[src/rtl/sdp_ram_pkg.sv]
`default_nettype none
// ============================================================================
// Module   : sdp_ram_pkg
// Purpose  : Shared types and constants for the SDP BRAM read controller:
//            controller state encoding, output FIFO depth, BRAM read latency
//            and default BRAM geometry.
// Revision : 1.0  initial release
// ============================================================================
package sdp_ram_pkg;

    localparam int DEF_MEM_ADDR_WIDTH = 9;
    localparam int DEF_MEM_WORD_WIDTH = 64;

    // Output buffering behind the BRAM; the credit check is sized to this.
    localparam int RD_FIFO_DEPTH      = 2;

    // The BRAM has read enable tied high and no output register, so data for
    // the address presented in cycle N is visible on rd_data in cycle N+1.
    localparam int BRAM_RD_LATENCY    = 1;

    typedef enum logic [1:0] {
        IDLE  = 2'd0,
        RUN   = 2'd1,
        DRAIN = 2'd2,
        DONE  = 2'd3
    } rd_state_t;

endpackage
`default_nettype wire

[src/rtl/sdp_rd_skid_fifo.sv]
`default_nettype none
// ============================================================================
// Module   : sdp_rd_skid_fifo
// Purpose  : Two-entry FIFO of {last, data} between the BRAM read port and
//            the output stream. The head entry registers directly drive the
//            stream outputs, so data/last hold steady while stalled.
// Ports    : clk, rst         clock, asynchronous active-high reset
//            i_push, i_din, i_din_last   write side (one word per cycle)
//            i_pop            consume head entry (valid & ready)
//            o_valid, o_data, o_last     head entry / stream outputs
//            o_count          current occupancy (0..2)
// Revision : 1.0  initial release
// ============================================================================
module sdp_rd_skid_fifo
    import sdp_ram_pkg::*;
#(
    parameter int WORD_WIDTH = DEF_MEM_WORD_WIDTH
) (
    input  logic                  clk,
    input  logic                  rst,
    input  logic                  i_push,
    input  logic [WORD_WIDTH-1:0] i_din,
    input  logic                  i_din_last,
    input  logic                  i_pop,
    output logic                  o_valid,
    output logic [WORD_WIDTH-1:0] o_data,
    output logic                  o_last,
    output logic [1:0]            o_count
);

    logic [1:0]            r_count;
    logic [WORD_WIDTH-1:0] r_head_data;
    logic [WORD_WIDTH-1:0] r_tail_data;
    logic                  r_head_last;
    logic                  r_tail_last;
    logic                  w_pop;
    logic                  w_push;

    // Guards keep the structure consistent even if a caller misbehaves:
    // no pop from empty, no push into a full FIFO unless a pop frees a slot.
    assign w_pop  = i_pop && (r_count != 2'd0);
    assign w_push = i_push && ((r_count != 2'd2) || w_pop);

    always_ff @(posedge clk or posedge rst) begin
        if (rst) begin
            r_count     <= 2'd0;
            r_head_data <= '0;
            r_tail_data <= '0;
            r_head_last <= 1'b0;
            r_tail_last <= 1'b0;
        end else begin
            case ({w_push, w_pop})
                2'b10: begin
                    if (r_count == 2'd0) begin
                        r_head_data <= i_din;
                        r_head_last <= i_din_last;
                    end else begin
                        r_tail_data <= i_din;
                        r_tail_last <= i_din_last;
                    end
                    r_count <= r_count + 2'd1;
                end
                2'b01: begin
                    if (r_count == 2'd2) begin
                        r_head_data <= r_tail_data;
                        r_head_last <= r_tail_last;
                    end
                    r_count <= r_count - 2'd1;
                end
                2'b11: begin
                    // Occupancy unchanged; the new word lands behind whatever
                    // remains after the head leaves.
                    if (r_count == 2'd2) begin
                        r_head_data <= r_tail_data;
                        r_head_last <= r_tail_last;
                        r_tail_data <= i_din;
                        r_tail_last <= i_din_last;
                    end else begin
                        r_head_data <= i_din;
                        r_head_last <= i_din_last;
                    end
                end
                default: ;
            endcase
        end
    end

    assign o_valid = (r_count != 2'd0);
    assign o_data  = r_head_data;
    assign o_last  = r_head_last;
    assign o_count = r_count;

endmodule
`default_nettype wire

[src/rtl/sdp_ram_rd_ctrl.sv]
`default_nettype none
// ============================================================================
// Module   : sdp_ram_rd_ctrl
// Purpose  : Burst read controller for the read port of a simple-dual-port
//            BRAM. Takes {start address, length} commands, drives the BRAM
//            read address one word per cycle under a credit check, absorbs
//            the one-cycle BRAM read latency and presents the words as a
//            valid/ready stream with last-beat marking.
// Config   : SDP_RD_CTRL_WRAP_EN defined   -> bursts wrap past the top
//                                             address, err tied low.
//            SDP_RD_CTRL_WRAP_EN undefined -> bursts that would cross the
//                                             top address are truncated and
//                                             err pulses one cycle.
// Ports    : clk, rst                  clock, asynchronous active-high reset
//            cmd_valid/ready/addr/len  burst command handshake
//            mem_rd_addr, mem_rd_data  BRAM read port
//            m_valid/ready/data/last   output word stream
//            busy, done, err           status (done/err are 1-cycle pulses)
// Revision : 1.0  initial release
// ============================================================================
module sdp_ram_rd_ctrl
    import sdp_ram_pkg::*;
#(
    parameter int MEM_ADDR_WIDTH = DEF_MEM_ADDR_WIDTH,
    parameter int MEM_WORD_WIDTH = DEF_MEM_WORD_WIDTH
) (
    input  logic                      clk,
    input  logic                      rst,
    input  logic                      cmd_valid,
    output logic                      cmd_ready,
    input  logic [MEM_ADDR_WIDTH-1:0] cmd_addr,
    input  logic [MEM_ADDR_WIDTH:0]   cmd_len,
    output logic [MEM_ADDR_WIDTH-1:0] mem_rd_addr,
    input  logic [MEM_WORD_WIDTH-1:0] mem_rd_data,
    output logic                      m_valid,
    input  logic                      m_ready,
    output logic [MEM_WORD_WIDTH-1:0] m_data,
    output logic                      m_last,
    output logic                      busy,
    output logic                      done,
    output logic                      err
);

    rd_state_t                 r_state;
    rd_state_t                 w_state_nxt;
    logic [MEM_ADDR_WIDTH-1:0] r_addr;
    logic [MEM_ADDR_WIDTH:0]   r_remaining;
    logic                      r_inflight;
    logic                      r_inflight_last;
    logic                      r_err;

    logic [MEM_ADDR_WIDTH:0]   w_eff_len;
    logic                      w_trunc;
    logic                      w_accept;
    logic                      w_pop;
    logic [1:0]                w_fifo_count;
    logic [2:0]                w_occupancy;
    logic                      w_credit;
    logic                      w_issue;
    logic                      w_issue_last;
    logic                      w_drain_done;

    // ------------------------------------------------------------------
    // Effective burst length
    // ------------------------------------------------------------------
`ifdef SDP_RD_CTRL_WRAP_EN
    assign w_eff_len = cmd_len;
    assign w_trunc   = 1'b0;
`else
    localparam logic [MEM_ADDR_WIDTH+1:0] c_DEPTH =
        (MEM_ADDR_WIDTH+2)'(1) << MEM_ADDR_WIDTH;

    logic [MEM_ADDR_WIDTH+1:0] w_end;
    logic [MEM_ADDR_WIDTH:0]   w_room;

    // One extra bit on the sum so addr + len never aliases below the depth.
    assign w_end     = {2'b00, cmd_addr} + {1'b0, cmd_len};
    assign w_room    = c_DEPTH[MEM_ADDR_WIDTH:0] - {1'b0, cmd_addr};
    assign w_trunc   = (w_end > c_DEPTH);
    assign w_eff_len = w_trunc ? w_room : cmd_len;
`endif

    // ------------------------------------------------------------------
    // Handshakes and issue credit
    // ------------------------------------------------------------------
    assign cmd_ready = (r_state == IDLE) && !rst;
    assign w_accept  = cmd_valid && cmd_ready;
    assign w_pop     = m_valid && m_ready;

    // Words owed to the FIFO (buffered + the one in the BRAM pipeline),
    // net of the word leaving this cycle. Issuing only below the depth means
    // a word arriving next cycle always finds a free slot.
    assign w_occupancy  = 3'(w_fifo_count) + 3'(r_inflight) - 3'(w_pop);
    assign w_credit     = (w_occupancy < 3'(RD_FIFO_DEPTH));
    assign w_issue      = (r_state == RUN) && (r_remaining != '0) && w_credit;
    assign w_issue_last = w_issue && (r_remaining == (MEM_ADDR_WIDTH+1)'(1));

    // The last-tagged word is always the final one, so its handshake with
    // nothing left in flight means the FIFO is about to be empty.
    assign w_drain_done = !r_inflight && w_pop && m_last;

    // ------------------------------------------------------------------
    // FSM
    // ------------------------------------------------------------------
    always_ff @(posedge clk or posedge rst) begin
        if (rst) begin
            r_state <= IDLE;
        end else begin
            r_state <= w_state_nxt;
        end
    end

    always_comb begin
        w_state_nxt = r_state;
        case (r_state)
            IDLE: begin
                if (w_accept) begin
                    w_state_nxt = (w_eff_len == '0) ? DONE : RUN;
                end
            end
            RUN: begin
                if (w_issue_last) begin
                    w_state_nxt = DRAIN;
                end
            end
            DRAIN: begin
                if (w_drain_done) begin
                    w_state_nxt = DONE;
                end
            end
            DONE: begin
                w_state_nxt = IDLE;
            end
            default: begin
                w_state_nxt = IDLE;
            end
        endcase
    end

    // ------------------------------------------------------------------
    // Address / count / BRAM pipeline tracking
    // ------------------------------------------------------------------
    always_ff @(posedge clk or posedge rst) begin
        if (rst) begin
            r_addr          <= '0;
            r_remaining     <= '0;
            r_inflight      <= 1'b0;
            r_inflight_last <= 1'b0;
            r_err           <= 1'b0;
        end else begin
            r_err           <= w_accept && w_trunc;
            r_inflight      <= w_issue;
            r_inflight_last <= w_issue_last;
            if (w_accept) begin
                r_addr      <= cmd_addr;
                r_remaining <= w_eff_len;
            end else if (w_issue) begin
                // Natural overflow of r_addr gives the modulo-depth wrap.
                r_addr      <= r_addr + 1'b1;
                r_remaining <= r_remaining - 1'b1;
            end
        end
    end

    assign mem_rd_addr = r_addr;

    // ------------------------------------------------------------------
    // Output FIFO: captures the BRAM word one cycle after its issue
    // ------------------------------------------------------------------
    sdp_rd_skid_fifo #(
        .WORD_WIDTH (MEM_WORD_WIDTH)
    ) u_fifo (
        .clk        (clk),
        .rst        (rst),
        .i_push     (r_inflight),
        .i_din      (mem_rd_data),
        .i_din_last (r_inflight_last),
        .i_pop      (w_pop),
        .o_valid    (m_valid),
        .o_data     (m_data),
        .o_last     (m_last),
        .o_count    (w_fifo_count)
    );

    assign busy = (r_state != IDLE);
    assign done = (r_state == DONE);
    assign err  = r_err;

endmodule
`default_nettype wire

[config.mk]
export PLATFORM = sky130hd
export DESIGN_NAME = sdp_ram_rd_ctrl
export DESIGN_NICKNAME = d
export VERILOG_FILES = /design/src/rtl/sdp_ram_pkg.sv /design/src/rtl/sdp_rd_skid_fifo.sv /design/src/rtl/sdp_ram_rd_ctrl.sv
export SDC_FILE = /design/constraint.sdc
export NUM_CORES = 1
export LEC_CHECK = 0
export ABC_CLOCK_PERIOD_IN_PS = 4700
export CAP_MARGIN = 5
export CORE_UTILIZATION = 46
export CTS_CLUSTER_SIZE = 30
export DETAILED_ROUTE_END_ITERATION = 8
export MAX_ROUTING_LAYER = met4
export PLACE_DENSITY = 0.76
export SLEW_MARGIN = 20
export SYNTH_ARGS = -nofsm -noshare
export SYNTH_HDL_FRONTEND = slang
export SYNTH_SLANG_ARGS = --single-unit
[constraint.sdc]
create_clock -name clk -period 4.7 [get_ports clk]
set_input_delay 0.47 -clock clk [delete_from_list [all_inputs] [get_ports clk]]
set_output_delay 0.47 -clock clk [all_outputs]
set_load 0.05 [all_outputs]
==> results.sh, run 1 <==
export IMPL_setup_tns_ns=0
export IMPL_die_w_um=131
export IMPL_fillers=1256
export IMPL_layout_common_cells="clkdlybuf4s50_1, dfrtp_1, nor2_1, mux2i_1, a21oi_1"
export IMPL_cts_setup_buffers=0
export IMPL_firstDrtPassIters=4
export IMPL_dr_first_iter_drc_count=290
export IMPL_ir_worst_vdd_uv=266
export IMPL_fmax_mhz=288
export IMPL_cts_tree="built"
export IMPL_die_area_um2=17100
export IMPL_critPathLaunchType="flip-flop"
export IMPL_setup_viol=0
export IMPL_yosysWarningCount=0
export IMPL_crit_start="u_fifo.o_count[1]"
export IMPL_cts_hold_buf=0
export IMPL_htreeDepth=4
export IMPL_postSynthCellCount=687
export IMPL_relSlewSlack=0.287
export IMPL_grt_pass1_wl_um=27700
export IMPL_clk_pin_slew_ns=0.06
export IMPL_area_growth_pct=32.3
export IMPL_fin_hold_ws_ns=0.503
export IMPL_period_minus_slack_ns=3.47
export IMPL_gr_total_overflow=0
export IMPL_cp_slowest_cell="a222oi_1"
export IMPL_synth_nets=795
export IMPL_regToRegStartpoint="u_fifo.o_count[1]"
export IMPL_avgRoutedWirePerCell_um=16.6
export IMPL_crit_chain="or2_2 -> and2_2 -> ha_1 -> nand2b_1 -> fa_1 -> xnor2_1 -> and3_2 -> nand4_1 -> a222oi_1 -> o311a_1 -> o31ai_1 -> o31ai_2"
export IMPL_core_area_um2=16100
export IMPL_power_total_uw=3080
export IMPL_clockPowerShare=0.451
export IMPL_internal_power_uw=2370
export IMPL_final_nets=954
export IMPL_syn_area_per_cell_um2=11.1
export IMPL_place_hpwl_um=12600
export IMPL_routed_wirelength_um=17800
export IMPL_p_comb_frac=0.105
export IMPL_netlist_top_cells_area="dfrtp_1, mux2i_1, mux2_2, a21oi_1, nor2_1"
export IMPL_fin_ws_ns=1.23
export IMPL_rsz0062_at_grt="false"
export IMPL_power_density_nw_per_um2=305
export IMPL_die_y_um=131
export IMPL_cpLargestDelayFamily="compound AO/OA/AOI/OAI gates"
export IMPL_numCtsBuffers=17
export IMPL_critPathBufInv=0
export IMPL_pwr_share_seq=0.444
export IMPL_hold_path_startpoint="u_fifo.r_tail_data[60]"
export IMPL_synth_edf_count=0
export IMPL_period_share=0.738
export IMPL_yosysSeqAreaShare=0.512
export IMPL_yosysTopAreaCell="dfrtp_1"
export IMPL_worst_pin_slew_ns=1.07
export IMPL_synth_area_um2=7630
export IMPL_post_drt_via_cell_ratio=5.33
export IMPL_maxCapViolCount=0
export IMPL_synth_cell_types=50
export IMPL_io_pins=166
export IMPL_grt_max_degree=112
export IMPL_drv_slew=0
export IMPL_initial_core_util=0.475
export IMPL_placed_area_um2=9500
export IMPL_final_common_cell="clkdlybuf4s50_1"
export IMPL_seq_area_um2=3900
export IMPL_routabilityCongestion=0.937
export IMPL_crit_arrival_ns=3.79
export IMPL_worst_setup_path_end_kind="flip-flop"
export IMPL_drive_gt1_frac=0.143
export IMPL_status="finished clean"
export IMPL_drtAntennaViolNets=0
export IMPL_clock_sinks=156
export IMPL_place_ws_ns=0.941
export IMPL_path_max_fanout=9
export IMPL_final_setup_skew_ns=0.0107
export IMPL_synth_top_area_share=0.512
export IMPL_hold_viol=0
export IMPL_numPortBuffers=165
export IMPL_drc=0
export IMPL_required_ns=5.03
export IMPL_num_rows=46
export IMPL_p_leak_uw=0.00507
export IMPL_ctsResizeCount=0
export IMPL_hold_class="flip-flop to flip-flop"
export IMPL_antenna_found_initial=0
export IMPL_path_class="flip-flop to flip-flop"
export IMPL_cts_path_max_buffers=2
export IMPL_worstSkewPairLatency_ns=0.42
export IMPL_synth_async_reset_ratio=1.00
export IMPL_cts_root_buf="clkbuf_16"
export IMPL_grt_pass1_vias=5686
export IMPL_design_area_um2=10100
export IMPL_multiInputGateArea_um2=3530
export IMPL_grtUsageTotal=0.217
export IMPL_n_antenna_cell=0
export IMPL_switchingPower_uw=708
export IMPL_switching_share=0.230
export IMPL_ys_ff_latch=156
export IMPL_crit_path_max_incr_delay_ns=0.53
export IMPL_synth_ff_type="dfrtp_1"
export IMPL_vias=5721
[layout make-up]
class                      instances  share of cell area
clock inverter                    11              0.0141
clock buffer                      20              0.0452
sequential                       156               0.387
inverter                          18             0.00719
timing repair buffer             174               0.170
multi-input combinational        479               0.350
tap                              216              0.0268
[cells in the mapped netlist, types with 5 or more instances]
cell and n:
ha_1 19, a21oi_1 82, nand2_1 20, nand3_1 8, o21ai_0 8, buf_2 8
xor2_1 13, dfrtp_1 156, inv_1 18, nor2_1 90, mux2i_1 84, mux2_2 65
clkbuf_1 25, nor4_1 7, xnor2_1 15, nand4_1 5, or2_2 5, nor3_1 9
[metrics by stage]
| stage | util | cells |
|---|---|---|
| finish | 0.629 | 1074 |
| global placement | 0.592 | 1043 |
| CTS | 0.629 | 1074 |
| floorplan | - | 687 |
| global route | 0.629 | 1074 |
| detailed placement | 0.592 | 1043 |
[sequential cells by signal (all words and copies together), names as in the netlist]
register and count:
u_fifo.o_data 64, u_fifo.r_tail_last 1, u_fifo.o_count 2, r_state 2, mem_rd_addr 9, r_remaining 10
r_inflight_last 1, u_fifo.r_tail_data 64, r_inflight 1, u_fifo.o_last 1, err 1
[cell families after synthesis]
group	share of synthesized area
DFF	0.512
AOI/OAI and AO/OA	0.0859
xor gates and xnor gates	0.0321
buffers and inverters	0.0279
adders and majority gates	0.0364
muxes	0.206
and+or+nand+nor	0.100
[final timing paths]
kind                                          end  slack, ns  cells past startpoint
setup / recovery                       r_state[1]       1.23                     12
hold / removal             u_fifo.r_tail_data[60]       0.50                      1
setup reg to reg                       r_state[1]       1.23                     12
hold reg to reg            u_fifo.r_tail_data[60]       0.50                      1
max in group asynchronous       u_fifo.o_data[35]       3.13                      3
min in group asynchronous       u_fifo.o_count[1]       0.62                      2
[per-layer routing]
| metal | vias to the layer above | track usage | wire [um] |
|---|---|---|---|
| met4 | 0 | 0.0649 | 229 |
| met3 | 22 | 0.0501 | 1050 |
| met2 | 169 | 0.367 | 8800 |
| met1 | 2789 | 0.257 | 7710 |
| li1 | 2741 | - | - |
| met5 | - | - | 0 |
[power groups by stage]
stage                     Sequential [uW]  Clock, uW  Combinational, uW
after floorplan                      1400          0                171
after global placement               1390          0                312
after detailed placement             1390          0                323
after CTS                            1370       1420                325
after global routing                 1370       1480                351
final                                1370       1390                323
Power figures use the tool's default switching activity.
==> inputs of run 2 (changes only) <==
--- a/config.mk
+++ b/config.mk
@@ -5,7 +5,7 @@
 export SDC_FILE = /design/constraint.sdc
 export NUM_CORES = 1
 export LEC_CHECK = 0
-export ABC_CLOCK_PERIOD_IN_PS = 4700
+export ABC_CLOCK_PERIOD_IN_PS = 3100
 export CAP_MARGIN = 5
 export CORE_UTILIZATION = 46
 export CTS_CLUSTER_SIZE = 30
==> constraint.sdc (replaced) <==
create_clock -name clk -period 3.1 [get_ports clk]
set_input_delay 0.31 -clock clk [delete_from_list [all_inputs] [get_ports clk]]
set_output_delay 0.31 -clock clk [all_outputs]
set_load 0.05 [all_outputs]
==> run 2 against run 1 <==
Against the previous run:
- first-iteration DRC count grew 19%
- cell count grew 3.1%
- clock skew grew 0.00066 ns
- sequential cell count is the same
- clock power grew 49%
- combinational power grew 64%
- power grew 52%
- via count grew 3.9%
- final area grew 3.3%
==> results.sh, run 2 (same netlist as run 1, synthesis figures left out) <==
export IMPL_maxCapViolCount=0
export IMPL_setup_viol=0
export IMPL_htreeDepth=4
export IMPL_final_common_cell="clkdlybuf4s50_1"
export IMPL_grt_pass1_wl_um=28700
export IMPL_drv_slew=0
export IMPL_final_util=0.650
export IMPL_rsz0062_at_grt="true"
export IMPL_fin_hold_ws_ns=0.395
export IMPL_worst_pin_slew_ns=0.719
export IMPL_critPathLaunchType="flip-flop"
export IMPL_drc=0
export IMPL_num_rows=46
export IMPL_clock_sinks=156
export IMPL_antenna_found_initial=1
export IMPL_power_density_nw_per_um2=448
export IMPL_period_share=0.946
export IMPL_crit_chain="or2_4 -> and2_4 -> ha_1 -> nand2b_4 -> fa_2 -> xnor2_2 -> nand3_1 -> a31oi_4 -> nand2_1 -> nor4_1 -> xnor2_1 -> a21oi_1"
export IMPL_design_area_um2=10400
export IMPL_placed_area_um2=9790
export IMPL_final_nets=986
export IMPL_die_w_um=131
export IMPL_power_total_uw=4670
export IMPL_die_y_um=131
export IMPL_cts_root_buf="clkbuf_16"
export IMPL_avgRoutedWirePerCell_um=16.3
export IMPL_hold_class="primary input to async pin"
export IMPL_crit_path_max_incr_delay_ns=0.38
export IMPL_grtUsageTotal=0.224
export IMPL_cts_path_max_buffers=2
export IMPL_crit_start="u_fifo.o_count[1]"
export IMPL_grt_pass1_vias=5938
export IMPL_path_class="flip-flop to flip-flop"
export IMPL_crit_arrival_ns=3.20
export IMPL_grt_max_degree=59
export IMPL_place_hpwl_um=13300
export IMPL_p_leak_uw=0.00524
export IMPL_status="finished clean"
export IMPL_m1WireLength_um=8020
export IMPL_gr_total_overflow=0
export IMPL_cpLargestDelayFamily="simple AND/OR/NAND/NOR gates"
export IMPL_routed_wirelength_um=18100
export IMPL_numPortBuffers=165
export IMPL_area_growth_pct=36.7
export IMPL_path_max_fanout=5
export IMPL_clk_pin_slew_ns=0.06
export IMPL_dr_first_iter_drc_count=346
export IMPL_initial_core_util=0.475
export IMPL_dpl_cell_count=1072
export IMPL_cts_tree="built"
export IMPL_numCtsBuffers=17
export IMPL_required_ns=3.37
export IMPL_firstDrtPassIters=5
export IMPL_vias=5945
export IMPL_layout_common_cells="clkdlybuf4s50_1, dfrtp_1, nor2_1, mux2i_1, a21oi_1"
export IMPL_relSlewSlack=0.520
export IMPL_fmax_mhz=341
export IMPL_hold_viol=0
export IMPL_worstSkewPairLatency_ns=0.41
export IMPL_regToRegStartpoint="u_fifo.o_count[1]"
export IMPL_period_minus_slack_ns=2.93
export IMPL_highest_layer="met4"
export IMPL_core_area_um2=16100
export IMPL_ir_worst_vdd_uv=467
export IMPL_wl_met2_um=8920
export IMPL_io_pins=166
export IMPL_final_setup_skew_ns=0.0114
export IMPL_cp_slowest_cell="dfrtp_1"
export IMPL_die_area_um2=17100
export IMPL_routabilityCongestion=0.874
export IMPL_post_drt_via_cell_ratio=5.37
export IMPL_drtAntennaViolNets=0
export IMPL_critPathBufInv=0
export IMPL_route_met3_wl_um=998
export IMPL_drive_gt1_frac=0.179
export IMPL_worst_setup_path_end_kind="flip-flop"
export IMPL_stdcell_count=1107
## run 2: worst paths after layout
kind | endpoint | slack, ns | cells after the start
setup / recovery | r_remaining[9] | 0.17 | 12
max in group asynchronous | mem_rd_addr[2] | 1.98 | 3
setup reg to reg | r_remaining[9] | 0.17 | 12
hold / removal | err | 0.40 | 2
hold reg to reg | u_fifo.r_tail_data[60] | 0.50 | 1
min in group clk | u_fifo.r_tail_data[60] | 0.50 | 1
## run 2: layout make-up
| class | count | area, um^2 |
|---|---|---|
| repair buffers | 206 | 2010 |
| fillers | 1173 | 5630 |
| diodes | 1 | 2.50 |
| well taps | 216 | 270 |
| multi-input cells | 479 | 3580 |
| clock buffers | 22 | 454 |
| inverters | 18 | 71.3 |
| clock inverters | 9 | 138 |
| flip-flops and latches | 156 | 3900 |
## run 2: timing repair
| item | 4_1_cts | 5_1_grt |
|---|---|---|
| buffers inserted | 0 | 3 |
| hold buffers | 0 | 0 |
| setup endpoints to repair | 0 | 11 |
| hold endpoints to repair | 0 | 0 |
| resized for setup | 0 | 4 |
## run 2: routing by layer
metal	vias to the layer above	GRT usage
met2	170	0.373
met4	0	0.0676
met5	-	-
met1	2941	0.266
li1	2816	-
met3	18	0.0562
## run 2: through the flow
step                TNS, ns  setup slack [ns]
floorplan           -0.0405           -0.0405
global placement    -0.0422           -0.0403
detailed placement    -1.24            -0.149
CTS                       0            0.0908
global route         -0.116           -0.0664
finish                    0             0.168
## run 2: where the power goes
group	switching, uW	internal, uW
Clock	786	1290
Sequential	17.8	2050
Combinational	266	266
## run 2: worst reg2reg max path: stages, from the launching register on
cell	delay (ns)
dfrtp_1	0.38
or2_4	0.26
and2_4	0.14
ha_1	0.26
nand2b_4	0.14
fa_2	0.35
xnor2_2	0.19
nand3_1	0.14
a31oi_4	0.25
nand2_1	0.17
nor4_1	0.28
xnor2_1	0.16
a21oi_1	0.08
